### config.mk
export PLATFORM = sky130hd
export DESIGN_NAME = vpp_scan_ctrl
export DESIGN_NICKNAME = d
export VERILOG_FILES = /design/src/rtl/vpp_scan_ctrl_pkg.sv /design/src/rtl/vpp_scan_ctrl_minmax_track.sv /design/src/rtl/vpp_scan_ctrl.sv
export SDC_FILE = /design/constraint.sdc
export NUM_CORES = 1
export LEC_CHECK = 0
export CORE_MARGIN = 5
export CORE_UTILIZATION = 25
export CTS_BUF_LIST = sky130_fd_sc_hd__clkbuf_16
export DETAILED_ROUTE_END_ITERATION = 6
export MAX_ROUTING_LAYER = met4
export PLACE_DENSITY = 0.42
export SLEW_MARGIN = 20
export SYNTH_ARGS = -nofsm -noshare
export SYNTH_HDL_FRONTEND = slang
export SYNTH_SLANG_ARGS = --single-unit
### constraint.sdc
create_clock -name clk -period 3.3 [get_ports clk]
set_clock_uncertainty 0.2 [all_clocks]
set_input_delay 0.66 -clock clk [delete_from_list [all_inputs] [get_ports clk]]
set_output_delay 0.66 -clock clk [all_outputs]
set_load 0.02 [all_outputs]
### src/rtl/vpp_scan_ctrl_pkg.sv
// Shared types and constants for the peak-to-peak channel scanner.
package vpp_scan_ctrl_pkg;

   // Scanner FSM states, 2-bit encoding
   typedef enum logic [1:0] {
      ST_IDLE   = 2'd0,
      ST_SETTLE = 2'd1,
      ST_SAMPLE = 2'd2,
      ST_REPORT = 2'd3
   } state_e;

   // Width of one ADC sample and of the peak-to-peak result
   localparam int SAMPLE_W = 8;

   // Default timing: 250000 clk per sample, 10 samples per window, 1000 clk settle
   localparam int DEF_SAMPLE_DIV  = 250000;
   localparam int DEF_WIN_SAMPLES = 10;
   localparam int DEF_SETTLE_CYC  = 1000;

   // Counter width for a counter running 0..n-1; never narrower than one bit
   function automatic int cnt_w(input int n);
      return (n <= 2) ? 1 : $clog2(n);
   endfunction

endpackage

### src/rtl/vpp_scan_ctrl_minmax_track.sv
// Running max/min tracker for one measurement window.
// range reflects the window including the sample presented this cycle, so
// the final sample of a window can be folded into the result on the same edge.
module minmax_track
   import vpp_scan_ctrl_pkg::*;
(
   input  logic                clk,
   input  logic                rst_n,
   input  logic                load,
   input  logic                update,
   input  logic [SAMPLE_W-1:0] sample,
   output logic [SAMPLE_W-1:0] range
);

   logic [SAMPLE_W-1:0] max_q, max_d;
   logic [SAMPLE_W-1:0] min_q, min_d;

   // Next max/min: load restarts the window, update widens it on strict extremes
   always_comb begin
      max_d = max_q;
      min_d = min_q;
      if (load) begin
         max_d = sample;
         min_d = sample;
      end else if (update) begin
         if (sample > max_q) max_d = sample;
         if (sample < min_q) min_d = sample;
      end
   end

   // max >= min always holds, so the difference never underflows
   assign range = max_d - min_d;

   // Max/min registers
   always_ff @(posedge clk or negedge rst_n) begin
      if (!rst_n) begin
         max_q <= '0;
         min_q <= '0;
      end else begin
         max_q <= max_d;
         min_q <= min_d;
      end
   end

endmodule

### src/rtl/vpp_scan_ctrl.sv
// Multiplexed-channel peak-to-peak scanner: settle after each channel switch,
// take a window of divided-down samples, report max-min with a valid/ready
// handshake, then advance to the next channel.
module vpp_scan_ctrl
   import vpp_scan_ctrl_pkg::*;
#(
   parameter int NUM_CH      = 4,
   parameter int SAMPLE_DIV  = DEF_SAMPLE_DIV,
   parameter int WIN_SAMPLES = DEF_WIN_SAMPLES,
   parameter int SETTLE_CYC  = DEF_SETTLE_CYC
) (
   input  logic                      clk,
   input  logic                      rst_n,
   input  logic                      enable,
   input  logic [SAMPLE_W-1:0]       ch_dec,
   output logic [$clog2(NUM_CH)-1:0] ch_sel,
   output logic [SAMPLE_W-1:0]       vpp_out,
   output logic [$clog2(NUM_CH)-1:0] res_ch,
   output logic                      res_valid,
   input  logic                      res_ready,
   output logic                      busy
);

   localparam int CH_W     = $clog2(NUM_CH);
   localparam int DIV_W    = cnt_w(SAMPLE_DIV);
   localparam int SETTLE_W = cnt_w(SETTLE_CYC);
   localparam int SAMP_W   = cnt_w(WIN_SAMPLES);

   state_e              state_q, state_d;
   logic [CH_W-1:0]     ch_sel_q, ch_sel_d;
   logic [SAMPLE_W-1:0] vpp_q, vpp_d;
   logic [CH_W-1:0]     res_ch_q, res_ch_d;
   logic                res_valid_q, res_valid_d;
   logic [DIV_W-1:0]    div_q, div_d;
   logic [SETTLE_W-1:0] settle_q, settle_d;
   logic [SAMP_W-1:0]   samp_q, samp_d;

   logic                tick;
   logic                last_sample;
   logic                mm_load;
   logic                mm_update;
   logic [SAMPLE_W-1:0] mm_range;

   assign tick        = (state_q == ST_SAMPLE) && (div_q == DIV_W'(SAMPLE_DIV - 1));
   assign last_sample = (samp_q == SAMP_W'(WIN_SAMPLES - 1));
   // A falling enable discards the window, so the tracker is not touched then
   assign mm_load     = tick && enable && (samp_q == '0);
   assign mm_update   = tick && enable && (samp_q != '0);

   minmax_track u_minmax (
      .clk    (clk),
      .rst_n  (rst_n),
      .load   (mm_load),
      .update (mm_update),
      .sample (ch_dec),
      .range  (mm_range)
   );

   // Next-state and datapath updates; every register holds by default
   always_comb begin
      state_d     = state_q;
      ch_sel_d    = ch_sel_q;
      vpp_d       = vpp_q;
      res_ch_d    = res_ch_q;
      res_valid_d = res_valid_q;
      div_d       = div_q;
      settle_d    = settle_q;
      samp_d      = samp_q;
      case (state_q)
         ST_IDLE: begin
            if (enable) begin
               state_d  = ST_SETTLE;
               settle_d = '0;
            end
         end
         ST_SETTLE: begin
            if (!enable) begin
               state_d = ST_IDLE;
            end else if (settle_q == SETTLE_W'(SETTLE_CYC - 1)) begin
               state_d = ST_SAMPLE;
               div_d   = '0;
               samp_d  = '0;
            end else begin
               settle_d = settle_q + SETTLE_W'(1);
            end
         end
         ST_SAMPLE: begin
            if (!enable) begin
               state_d = ST_IDLE;
            end else begin
               div_d = tick ? '0 : div_q + DIV_W'(1);
               if (tick) begin
                  if (last_sample) begin
                     vpp_d       = mm_range;
                     res_ch_d    = ch_sel_q;
                     res_valid_d = 1'b1;
                     state_d     = ST_REPORT;
                  end else begin
                     samp_d = samp_q + SAMP_W'(1);
                  end
               end
            end
         end
         ST_REPORT: begin
            // Result is held regardless of enable until it has been accepted
            if (res_valid_q && res_ready) begin
               res_valid_d = 1'b0;
               ch_sel_d    = (ch_sel_q == CH_W'(NUM_CH - 1)) ? '0 : ch_sel_q + CH_W'(1);
               if (enable) begin
                  state_d  = ST_SETTLE;
                  settle_d = '0;
               end else begin
                  state_d = ST_IDLE;
               end
            end
         end
         default: state_d = ST_IDLE;
      endcase
   end

   // State and datapath registers
   always_ff @(posedge clk or negedge rst_n) begin
      if (!rst_n) begin
         state_q     <= ST_IDLE;
         ch_sel_q    <= '0;
         vpp_q       <= '0;
         res_ch_q    <= '0;
         res_valid_q <= 1'b0;
         div_q       <= '0;
         settle_q    <= '0;
         samp_q      <= '0;
      end else begin
         state_q     <= state_d;
         ch_sel_q    <= ch_sel_d;
         vpp_q       <= vpp_d;
         res_ch_q    <= res_ch_d;
         res_valid_q <= res_valid_d;
         div_q       <= div_d;
         settle_q    <= settle_d;
         samp_q      <= samp_d;
      end
   end

   assign ch_sel    = ch_sel_q;
   assign vpp_out   = vpp_q;
   assign res_ch    = res_ch_q;
   assign res_valid = res_valid_q;
   assign busy      = (state_q != ST_IDLE);

endmodule
==> impl_results.md <==
- Vias in the first global route: between 3k and 4k
- Final WS setup: -0.198 ns
- Req. time, crit path: 3.37 ns
- Sink Count: 63
- Maximum VDD drop: roughly 250 µV
- Compound-Gate Fraction of Synth Area: 12.3%
- Antenna violations before repair: 0
- Fillers: 1466
- Final setup fails: 2
- Total nets after synthesis: 436
- Largest net degree at the start of global routing: 29
- Core area: 0.0144 mm²
- Final setup TNS: -0.359 ns
- Routed WL: 9320 µm
- Asr flop ratio synth: 100%
- Failing checks: negative setup slack
- Fmax: between 0.2 and 0.3 GHz
- Drt drc: 0
- I/O Buffers: 25
- Detailed-route wire length per cell: 13.3 µm
- Startpoint Class: input port
- Diode count: 0
- FP Rows: 44
- Element type at the critical path end: flip-flop
- Clk_lat worst skew: about 0.33 ns
- Gate count of the mapped netlist: around 400
- Clock root cell: clkbuf_16
- Total power: approximately 2 mW
- P&R area growth vs syn: 47.4%
- CTS max path bufs: 2
- Post-synthesis cell area: ~0.0037 mm²
- Fin crit period: between 3 and 4 ns
- Total of max-cap violations: 0
- Critical Path Fanout Max: 5
- Part of the cycle the worst path needs: 106%
- Syn Area/Cell: 9.25 µm²
- CTS clk-pin slew, worst paths: 0.05 ns
- Flop and latch count out of synthesis: 63
- Die Y-Extent: approximately 130 µm
- Worst Hold Class: input port to asynchronous set/reset pin
- Nets: about 550
- Post-synth EDFFs: 0
- First-pass iteration count of the detailed router: 4
- Initial Utilization: 25.3%
- WP data arrival: 3.57 ns
- First-pass GRT wire length: around 15000 µm
- Vias per inst: 4.44
- Outcome: finished with violations
- Place WS: -1.06 ns
- Via count: 3114
- Antenna viol nets, final: 0
- Placer Congestion: 0.824
- Slew @ Worst Pin: 0.554 ns
- Post-synthesis cell type count: 52
- Leakage: about 2.5 nW
- Yosys warnings: 0
- Post-synthesis mux area share: 1.75%
- IO Count: 26
- Crit path kind: input port to flip-flop
- Synth Area in Adders: between 10 and 15%
- Largest family of logic cells by synthesized area: simple AND/OR/NAND/NOR gates
- Final hold viol count: 0
- Util after Layout: 37.4%
- H-Tree Depth: 3
- Register area: roughly 0.0016 mm²
- Fraction of layout cells with a size suffix above 1: 30.4%
- HPWL Detailed: a little over 7000 µm
- Slew HR: between 60% and 70%
- Die area: 0.0171 mm²
- Die Width: between 100 and 150 µm
- Unrepaired setup endpoints after global routing: true
- CTS tree: done
- PwrDens: 373 mW/mm²
- Final Max Tran Viols: 0
- CTS buffer count: 9
- Drt first-iter violations: 91
- Post-Synth XOR/XNOR Area: 6.71%
- Post-Synth Simple-Gate Area: 21.5%
- Post-synthesis sequential area ratio: 43.1%
- Post-synth top flop: dfrtp_1
- Area of the multi-input gates: 0.00224 mm²
- Grt ovf: 0
- GRT Util Overall: 11.8%
[synthesized netlist by cell type (2+ instances only)]
| cell type | n | share of area (%) |
|---|---|---|
| nand2_1 | 42 | 4.3 |
| dfrtp_1 | 63 | 43 |
| nor2b_1 | 3 | 0.51 |
| buf_2 | 2 | 0.27 |
| o21bai_1 | 2 | 0.41 |
| mux2i_1 | 3 | 0.82 |
| nand3b_1 | 2 | 0.41 |
| nand4_1 | 14 | 2.4 |
| clkbuf_1 | 5 | 0.51 |
| a21o_1 | 7 | 1.4 |
| xor2_1 | 19 | 4.6 |
| nand2b_1 | 5 | 0.86 |
| nor2_1 | 46 | 4.7 |
| and3_1 | 4 | 0.68 |
| o2111ai_1 | 2 | 0.48 |
| nor4_1 | 5 | 0.86 |
| nor3_1 | 6 | 0.82 |
| nor4b_1 | 2 | 0.48 |
| a21oi_1 | 13 | 1.8 |
| ha_1 | 28 | 9.6 |
| xnor2_1 | 9 | 2.2 |
| o211ai_1 | 2 | 0.41 |
| mux2_2 | 3 | 0.92 |
| o21ai_0 | 30 | 4.1 |
| inv_1 | 36 | 3.7 |
| nand3_1 | 16 | 2.2 |
[where the power goes]
group	internal [mW]	switching, mW
Sequential	0.796	0.0169
Clock	0.653	0.344
Combinational	0.101	0.0991
[per-layer routing]
| metal | wire [µm] | GRT usage (%) | vias to the layer above |
|---|---|---|---|
| met4 | 96 | 2.90 | 0 |
| met1 | 4310 | 14.1 | 1468 |
| met3 | 326 | 3.74 | 12 |
| li1 | - | - | 1600 |
| met2 | 4590 | 19.6 | 34 |
| met5 | 0 | - | - |
[cell usage in the layout (no fill, tap or decap), drive strengths merged, types with 3 or more instances in the layout]
master and count:
clkdlybuf4s50 16, dfrtp 63, xnor2 9, o21ai 31, nor2b 4, nand2b 5, nand4 15, inv 36
buf 96, mux2i 3, nand3 16, a21oi 13, a21o 7, nor4 5, and3 4, ha 28
nor3 6, xor2 19, mux2 3, nand2 42, nor2 47, clkinv 3, clkbuf 9
[critical path: stages]
cell       delay [ns]
buf_2            0.13
ha_4             0.26
a21oi_1          0.05
nor2_1           0.20
a2111oi_4        0.05
buf_4            0.14
a211oi_4         0.31
nor2_1           0.07
a21o_1           0.20
ha_1             0.28
nor2b_4          0.17
o2111ai_4        0.14
a41oi_4          0.21
o21ai_1          0.08
mux2_2           0.28
a211o_1          0.25
nand3_1          0.07
[final timing paths]
path	start	end	slack, ns	cells after the start
max	ch_dec[5]	vpp_out[7]	-0.20	17
min	rst_n	u_minmax.max_q[2]	0.08	1
max reg2reg	samp_q[0]	vpp_out[7]	-0.19	18
min reg2reg	res_ch[1]	res_ch[1]	0.27	2
max in group asynchronous	rst_n	settle_q[8]	2.19	2
min in group clk	res_ch[1]	res_ch[1]	0.27	2
[what timing repair did]
action | CTS | global route
hold buffers | 0 | 0
buffers inserted | 5 | 4
resized for setup | 58 | 17
hold endpoints to repair | 0 | 0
pin swaps | 28 | 13
endpoints found under the setup margin | 7 | 4
[registers in the layout (all words and copies together), names as in the netlist]
signal	cells
ch_sel	2
div_q	18
res_ch	2
res_valid	1
samp_q	4
settle_q	10
state_q	2
u_minmax.max_q	8
u_minmax.min_q	8
vpp_out	8
[cell families after synthesis]
kind of cell               after synthesis
and+or+nand+nor                        156
AOI/OAI and AO/OA                       70
DFF                                     63
buffers and inverters                   43
adders and majority gates               29
xor gates and xnor gates                28
muxes                                    6
[area by class of cell]
cell class,instances,share of cell area [%]
clock buffers,9,4.18
clock inverters,7,1.63
inverters,36,2.51
multi-input cells,289,41.6
flip-flops and latches,63,29.3
well taps,184,4.27
repair buffers,113,16.6
[through the flow]
step / instances / area (µm²) / hold WS, ns
floorplan: 395 / 3710 / 0.164
global placement: 677 / 4760 / 0.253
detailed placement: 677 / 4760 / 0.262
CTS: 698 / 5280 / 0.0881
global route: 701 / 5390 / 0.127
finish: 701 / 5390 / 0.0814
No activity file was read; power rests on OpenSTA's default activity.
